### src/rtl/psc_trigger_frame_sequencer.sv
`default_nettype none
// ============================================================================
// Module   : psc_trigger_frame_sequencer
// Purpose  : Chooses and streams power-supply-controller frames from an
//            external frame ROM to a byte-wide serial transmitter.
//            A trigger frame is sent on request; a heartbeat frame is sent
//            after HB_PERIOD idle clocks. Bytes are handed over with a
//            valid/ready handshake at up to one byte per clock, and the
//            SOP/EOP positions are flagged as K-characters.
// Revision : 1.0  initial release
// ----------------------------------------------------------------------------
// Parameters
//   FRAME_LEN        bytes per frame, ROM addresses 0..FRAME_LEN-1 (<= 15)
//   HB_PERIOD        idle clocks before a heartbeat becomes pending (>= 2)
//   GAP_CYCLES       idle clocks between end of a frame and next IDLE (>= 1)
// Ports
//   clk              system clock
//   rst_n            asynchronous active-low reset
//   enable           1 = frames may start; 0 = finish current frame, then idle
//   trigger_req      single-cycle trigger-frame request
//   rom_address      frame ROM address
//   rom_is_trigger   frame ROM type select (1 = trigger, 0 = heartbeat)
//   rom_data         combinational ROM data for rom_address
//   tx_data/tx_k     byte to transmitter and its K-character flag
//   tx_valid         tx_data/tx_k valid
//   tx_ready         transmitter accepts when tx_valid && tx_ready
//   busy             1 while sending a frame or in the inter-frame gap
//   trigger_ack      one-clock pulse when a trigger frame's last byte is taken
//   frames_sent      completed frame count, wraps
//   dropped_triggers merged trigger request count, saturates at 255
// ============================================================================
module psc_trigger_frame_sequencer #(
  parameter int unsigned FRAME_LEN  = 11,
  parameter int unsigned HB_PERIOD  = 50000,
  parameter int unsigned GAP_CYCLES = 4
) (
  input  logic        clk,
  input  logic        rst_n,
  input  logic        enable,
  input  logic        trigger_req,
  output logic [3:0]  rom_address,
  output logic        rom_is_trigger,
  input  logic [7:0]  rom_data,
  output logic [7:0]  tx_data,
  output logic        tx_k,
  output logic        tx_valid,
  input  logic        tx_ready,
  output logic        busy,
  output logic        trigger_ack,
  output logic [15:0] frames_sent,
  output logic [7:0]  dropped_triggers
);

  // --------------------------------------------------------------------------
  // Constants
  // --------------------------------------------------------------------------
  localparam int unsigned HB_W  = (HB_PERIOD  > 1) ? $clog2(HB_PERIOD)  : 1;
  localparam int unsigned GAP_W = (GAP_CYCLES > 1) ? $clog2(GAP_CYCLES) : 1;

  // The frame index runs one past the last byte so that "index == FRAME_LEN"
  // means every byte has been loaded and the last one sits in tx_data.
  localparam logic [3:0]       C_LAST_IDX = 4'(FRAME_LEN);
  localparam logic [3:0]       C_EOP_IDX  = 4'(FRAME_LEN - 2);
  localparam logic [HB_W-1:0]  C_HB_TOP   = HB_W'(HB_PERIOD - 1);
  localparam logic [GAP_W-1:0] C_GAP_TOP  = GAP_W'(GAP_CYCLES - 1);

  typedef enum logic [1:0] {
    S_IDLE = 2'd0,
    S_SEND = 2'd1,
    S_GAP  = 2'd2
  } state_t;

  // --------------------------------------------------------------------------
  // State and registered outputs
  // --------------------------------------------------------------------------
  state_t             state_q;
  logic [3:0]         idx_q;
  logic               rom_is_trigger_q;
  logic [7:0]         tx_data_q;
  logic               tx_k_q;
  logic               tx_valid_q;
  logic               trigger_ack_q;
  logic [15:0]        frames_sent_q;
  logic [GAP_W-1:0]   gap_cnt_q;

  // Pending flags and counters with separately computed next state
  logic               trig_pend_q;
  logic               trig_pend_d;
  logic [7:0]         dropped_q;
  logic [7:0]         dropped_d;
  logic               hb_pend_q;
  logic               hb_pend_d;
  logic [HB_W-1:0]    hb_cnt_q;
  logic [HB_W-1:0]    hb_cnt_d;

  // --------------------------------------------------------------------------
  // Control decodes
  // --------------------------------------------------------------------------
  logic               w_start;
  logic               w_load;
  logic               w_last_accept;
  logic               w_req;
  logic [HB_W-1:0]    w_hb_inc;

  assign w_req    = trigger_req && enable;
  assign w_start  = (state_q == S_IDLE) && enable && (trig_pend_q || hb_pend_q);
  // Prefetch: a new byte is loaded whenever the output register is empty or
  // is being emptied this clock, which sustains one byte per clock.
  assign w_load   = (state_q == S_SEND) && (!tx_valid_q || tx_ready) &&
                    (idx_q < C_LAST_IDX);
  assign w_last_accept = (state_q == S_SEND) && tx_valid_q && tx_ready &&
                         (idx_q == C_LAST_IDX);
  assign w_hb_inc = hb_cnt_q + HB_W'(1);

  // --------------------------------------------------------------------------
  // Trigger pending flag and dropped-request counter
  // --------------------------------------------------------------------------
  // A request arriving while a trigger is already pending is merged into it
  // and counted. A request that coincides with a heartbeat departure finds
  // the flag clear, so it is latched and served after the gap.
  always_comb begin
    trig_pend_d = trig_pend_q;
    dropped_d   = dropped_q;
    if (w_start) begin
      trig_pend_d = 1'b0;
    end
    if (w_req) begin
      if (trig_pend_q) begin
        if (dropped_q != 8'hFF) begin
          dropped_d = dropped_q + 8'd1;
        end
      end else begin
        trig_pend_d = 1'b1;
      end
    end
  end

  // --------------------------------------------------------------------------
  // Heartbeat idle counter
  // --------------------------------------------------------------------------
  // Counts only while idle and enabled; the pending flag is raised on the
  // clock the count reaches HB_PERIOD-1. Any frame start (trigger or
  // heartbeat) restarts the idle interval.
  always_comb begin
    hb_cnt_d  = hb_cnt_q;
    hb_pend_d = hb_pend_q;
    if (w_start) begin
      hb_cnt_d  = '0;
      hb_pend_d = 1'b0;
    end else if ((state_q == S_IDLE) && enable) begin
      if (hb_cnt_q != C_HB_TOP) begin
        hb_cnt_d = w_hb_inc;
        if (w_hb_inc == C_HB_TOP) begin
          hb_pend_d = 1'b1;
        end
      end
    end else begin
      hb_cnt_d = '0;
    end
  end

  // --------------------------------------------------------------------------
  // Sequencer FSM with registered outputs
  // --------------------------------------------------------------------------
  always_ff @(posedge clk or negedge rst_n) begin
    if (!rst_n) begin
      state_q          <= S_IDLE;
      idx_q            <= 4'd0;
      rom_is_trigger_q <= 1'b0;
      tx_data_q        <= 8'd0;
      tx_k_q           <= 1'b0;
      tx_valid_q       <= 1'b0;
      trigger_ack_q    <= 1'b0;
      frames_sent_q    <= 16'd0;
      gap_cnt_q        <= '0;
      trig_pend_q      <= 1'b0;
      dropped_q        <= 8'd0;
      hb_pend_q        <= 1'b0;
      hb_cnt_q         <= '0;
    end else begin
      trig_pend_q   <= trig_pend_d;
      dropped_q     <= dropped_d;
      hb_pend_q     <= hb_pend_d;
      hb_cnt_q      <= hb_cnt_d;
      trigger_ack_q <= 1'b0;

      case (state_q)
        S_IDLE: begin
          if (w_start) begin
            state_q          <= S_SEND;
            // Trigger wins when both are pending; it also serves as heartbeat.
            rom_is_trigger_q <= trig_pend_q;
            idx_q            <= 4'd0;
          end
        end

        S_SEND: begin
          if (w_load) begin
            tx_data_q  <= rom_data;
            tx_k_q     <= (idx_q == 4'd0) || (idx_q >= C_EOP_IDX);
            tx_valid_q <= 1'b1;
            idx_q      <= idx_q + 4'd1;
          end else if (w_last_accept) begin
            tx_valid_q    <= 1'b0;
            frames_sent_q <= frames_sent_q + 16'd1;
            trigger_ack_q <= rom_is_trigger_q;
            gap_cnt_q     <= '0;
            state_q       <= S_GAP;
          end
        end

        S_GAP: begin
          if (gap_cnt_q == C_GAP_TOP) begin
            state_q <= S_IDLE;
          end else begin
            gap_cnt_q <= gap_cnt_q + GAP_W'(1);
          end
        end

        default: begin
          state_q    <= S_IDLE;
          tx_valid_q <= 1'b0;
        end
      endcase
    end
  end

  // --------------------------------------------------------------------------
  // Outputs
  // --------------------------------------------------------------------------
  assign rom_address      = idx_q;
  assign rom_is_trigger   = rom_is_trigger_q;
  assign tx_data          = tx_data_q;
  assign tx_k             = tx_k_q;
  assign tx_valid         = tx_valid_q;
  assign busy             = (state_q != S_IDLE);
  assign trigger_ack      = trigger_ack_q;
  assign frames_sent      = frames_sent_q;
  assign dropped_triggers = dropped_q;

endmodule
`default_nettype wire

### config.mk
export PLATFORM = sky130hd
export DESIGN_NAME = psc_trigger_frame_sequencer
export DESIGN_NICKNAME = d
export VERILOG_FILES = /design/src/rtl/psc_trigger_frame_sequencer.sv
export SDC_FILE = /design/constraint.sdc
export NUM_CORES = 1
export LEC_CHECK = 0
export CAP_MARGIN = 0
export CORE_UTILIZATION = 52
export DETAILED_ROUTE_END_ITERATION = 16
export PLACE_DENSITY = 0.82
export SYNTH_ARGS = -nofsm -noshare
export SYNTH_HDL_FRONTEND = slang
export SYNTH_SLANG_ARGS = --single-unit
### constraint.sdc
create_clock -name clk -period 3.3 [get_ports clk]
set_input_delay 0.33 -clock clk [delete_from_list [all_inputs] [get_ports clk]]
set_output_delay 0.33 -clock clk [all_outputs]
set_load 0.02 [all_outputs]
==> results by group <==
Outcome
  – Status: completed

Timing
  – Unrepaired setup endpoints after global routing: false
  – Fin Setup TNS: 0 ps
  – Final-report setup violation count: 0
  – Clock skew: ~8.5 ps
  – Slew @ Worst Pin: 891 ps
  – Fin. max-slew vios: 0
  – Final Cycle Share: 0.794
  – Fmax achieved: 382 MHz
  – Slew HR: 0.406
  – Final Hold Vio Count: 0
  – Tmin final: 2620 ps

Power
  – Net Switching: between 0.0008 and 0.0009 W
  – Sequential share of power: 0.439
  – Total Power: 0.00236 W
  – Pwr dens: between 600 and 700 mW/mm^2
  – VDD IR-drop max: ~0.43 mV
  – Clock share of power: 0.247
  – Switching share of power: 0.350
  – Total internal power: between 0.0015 and 0.002 W
  – Logic gate share of total power: 0.314
  – Static Leak: 1.62 nW

Worst setup path
  – CP max stage delay: just under 700 ps
  – CP Capture Type: register
  – CP max-delay cell: or4_1
  – Buf/Inv on CP: 0
  – Critical path arrival: approximately 2900 ps
  – Delay-heaviest family, CP: simple AND/OR/NAND/NOR gates
  – CP Class: reg -> reg
  – Critical path startpoint category: register
  – CP cell instances: ha_1 -> nor4bb_1 -> nand4_1 -> or4_1 -> nor3_1 -> xor2_1
  – Crit path max fanout: 11
  – Worst path required time: about 3600 ps

Route
  – Via/cell ratio: 5.43
  – Routed Antenna Nets: 0
  – Pre-antenna DRT Iters: 4
  – DRT iter0 DRCs: around 110
  – Total number of vias: approximately 2,300
  – Total routed wirelength: between 6 and 7 mm
  – Post-DR wirelength/cell: 14.0 um
  – DRC viols: 0

Synth
  – Synth top area share: 0.509
  – Cells after Synth: approximately 300
  – Register bit total from synthesis: 62
  – Post-synthesis sequential area ratio: 0.509
  – Syn Nets: roughly 320
  – Synthesized area per cell: a little over 10 um^2
  – Synth warnings: 0
  – Ys async rst share: 1.00
  – Area leader, netlist: dfrtp_1
  – Most frequent cell after synthesis: dfrtp_1
  – Syn Std Cell Area: slightly above 0.003 mm^2
  – Number of flops mapped to enable cells by yosys: 0
  – Prevailing post-synth register cell: dfrtp_1
  – Netlist cell types: 44
  – Top cells by area, synth: dfrtp_1, xnor2_1, nand2_1
  – Post-synth top cells: dfrtp_1, nand2_1, nor2_1

Clocking
  – H-tree Lvls: 3
  – CTS Buffer Depth: 2
  – CTS tree: done
  – Total CTS buffers: 9
  – CTS root buf: clkbuf_8
  – Clock latency on the worst-skew pair: 350 ps
  – Hold_buf cts: 0
  – Worst-path clk slew: ~70 ps
  – Post-cts sizing count: 0
  – Postcts setup bufs: 0
  – CTS sink cnt: 62

Floorplan
  – Core Area: roughly 0.0056 mm^2
  – Starting Density: 0.547
  – Top-level I/O count: 54
  – Die span in x: ~79 um
  – Row count: 27
  – DIE AREA: between 0.006 and 0.007 mm^2
  – Die Ht: 78.5 um

Global routing
  – GR Overflow Total: 0
  – Initial antenna violation count: 0
  – Vias in the first global route: 2,209
  – Total track usage: 0.211
  – Largest net degree at the start of global routing: 43
  – Global-route wire length before repair: ~10 mm

Finish
  – Syn-to-layout area delta: 24.8%
  – Fraction of layout cells with a size suffix above 1: 0.0980
  – Final #Nets: between 300 and 400
  – Total inserted antenna cells: 0

Flow run
  – Number of max-cap violations: 0

Placement
  – GP Congestion: approximately 0.87
  – Port Buf Inserts: 53
  – Final HPWL from detailed placement: 4.11 mm

Worst hold path
  – HP Class: in -> async
-- flip-flops by register name, summed over array words and instances (netlist names) --
name	cells
dropped_triggers	8
frames_sent	16
gap_cnt_q	2
hb_cnt_q	16
hb_pend_q	1
rom_address	4
rom_is_trigger	1
state_q	2
trig_pend_q	1
trigger_ack	1
tx_data	8
tx_k	1
tx_valid	1
-- power groups by stage --
stage               Clock (W)  Combinational [W]  Sequential [W]
floorplan                   0           0.000291         0.00116
global placement            0           0.000729         0.00104
detailed placement          0           0.000745         0.00105
CTS                  0.000596           0.000752         0.00104
global route         0.000632           0.000815         0.00106
finish               0.000584           0.000741         0.00104
-- stage by stage --
step                hold WS, ps  setup WS, ps  cell area (um^2)  cells   util
CTS                         130           694              3800    429  0.682
floorplan                  34.4           947              3050    297      -
finish                      105           681              3800    429  0.682
global route                173           405              3800    429  0.682
detailed placement          467           711              3630    413  0.651
global placement            467           845              3630    413  0.651
-- layout make-up --
cell class	count	area [um^2]
clock buffers	9	124
repair buffers	54	533
multi-input cells	212	1410
inverters	13	48.8
flip-flops and latches	62	1550
clock inverters	7	48.8
fillers	426	1770
well taps	72	90.1
-- worst paths after layout --
check / cells after the start / start / slack [ps] / end
max in group asynchronous: 2 / rst_n / 2360 / hb_cnt_q[14]
max reg2reg: 6 / rom_address[0] / 680 / frames_sent[14]
max: 6 / rom_address[0] / 680 / frames_sent[14]
min reg2reg: 1 / frames_sent[15] / 480 / frames_sent[15]
min in group clk: 1 / frames_sent[15] / 480 / frames_sent[15]
min: 1 / rst_n / 100 / frames_sent[13]
-- placed cells by master, fill, tap and decap left out, types with 4 or more instances in the layout --
cell type	n
xor2_1	12
nand2_1	31
nand3_1	22
o21ai_0	9
and3_1	4
dfrtp_1	62
xnor2_1	25
inv_1	13
nor4_1	4
ha_1	8
clkdlybuf4s50_1	52
nor3_1	9
mux2_2	9
clkbuf_8	9
nor2_1	26
nand4_1	8
a21oi_1	8
-- routing by layer --
layer	share of wire	global-route usage
met1	0.47	0.280
met2	0.46	0.324
met3	0.059	0.0686
met4	0.011	0.0722
met5	0	0
-- cell families after synthesis --
family,after synthesis,share of synthesized area
XOR/XNOR,37,0.106
multiplexers,10,0.0366
AO/OA/AOI/OAI,30,0.0649
buffers and inverters,23,0.0296
adder cells (fa/ha/maj),8,0.0329
AND/OR/NAND/NOR,127,0.221
flip-flops,62,0.509
Power figures use the tool's default switching activity.
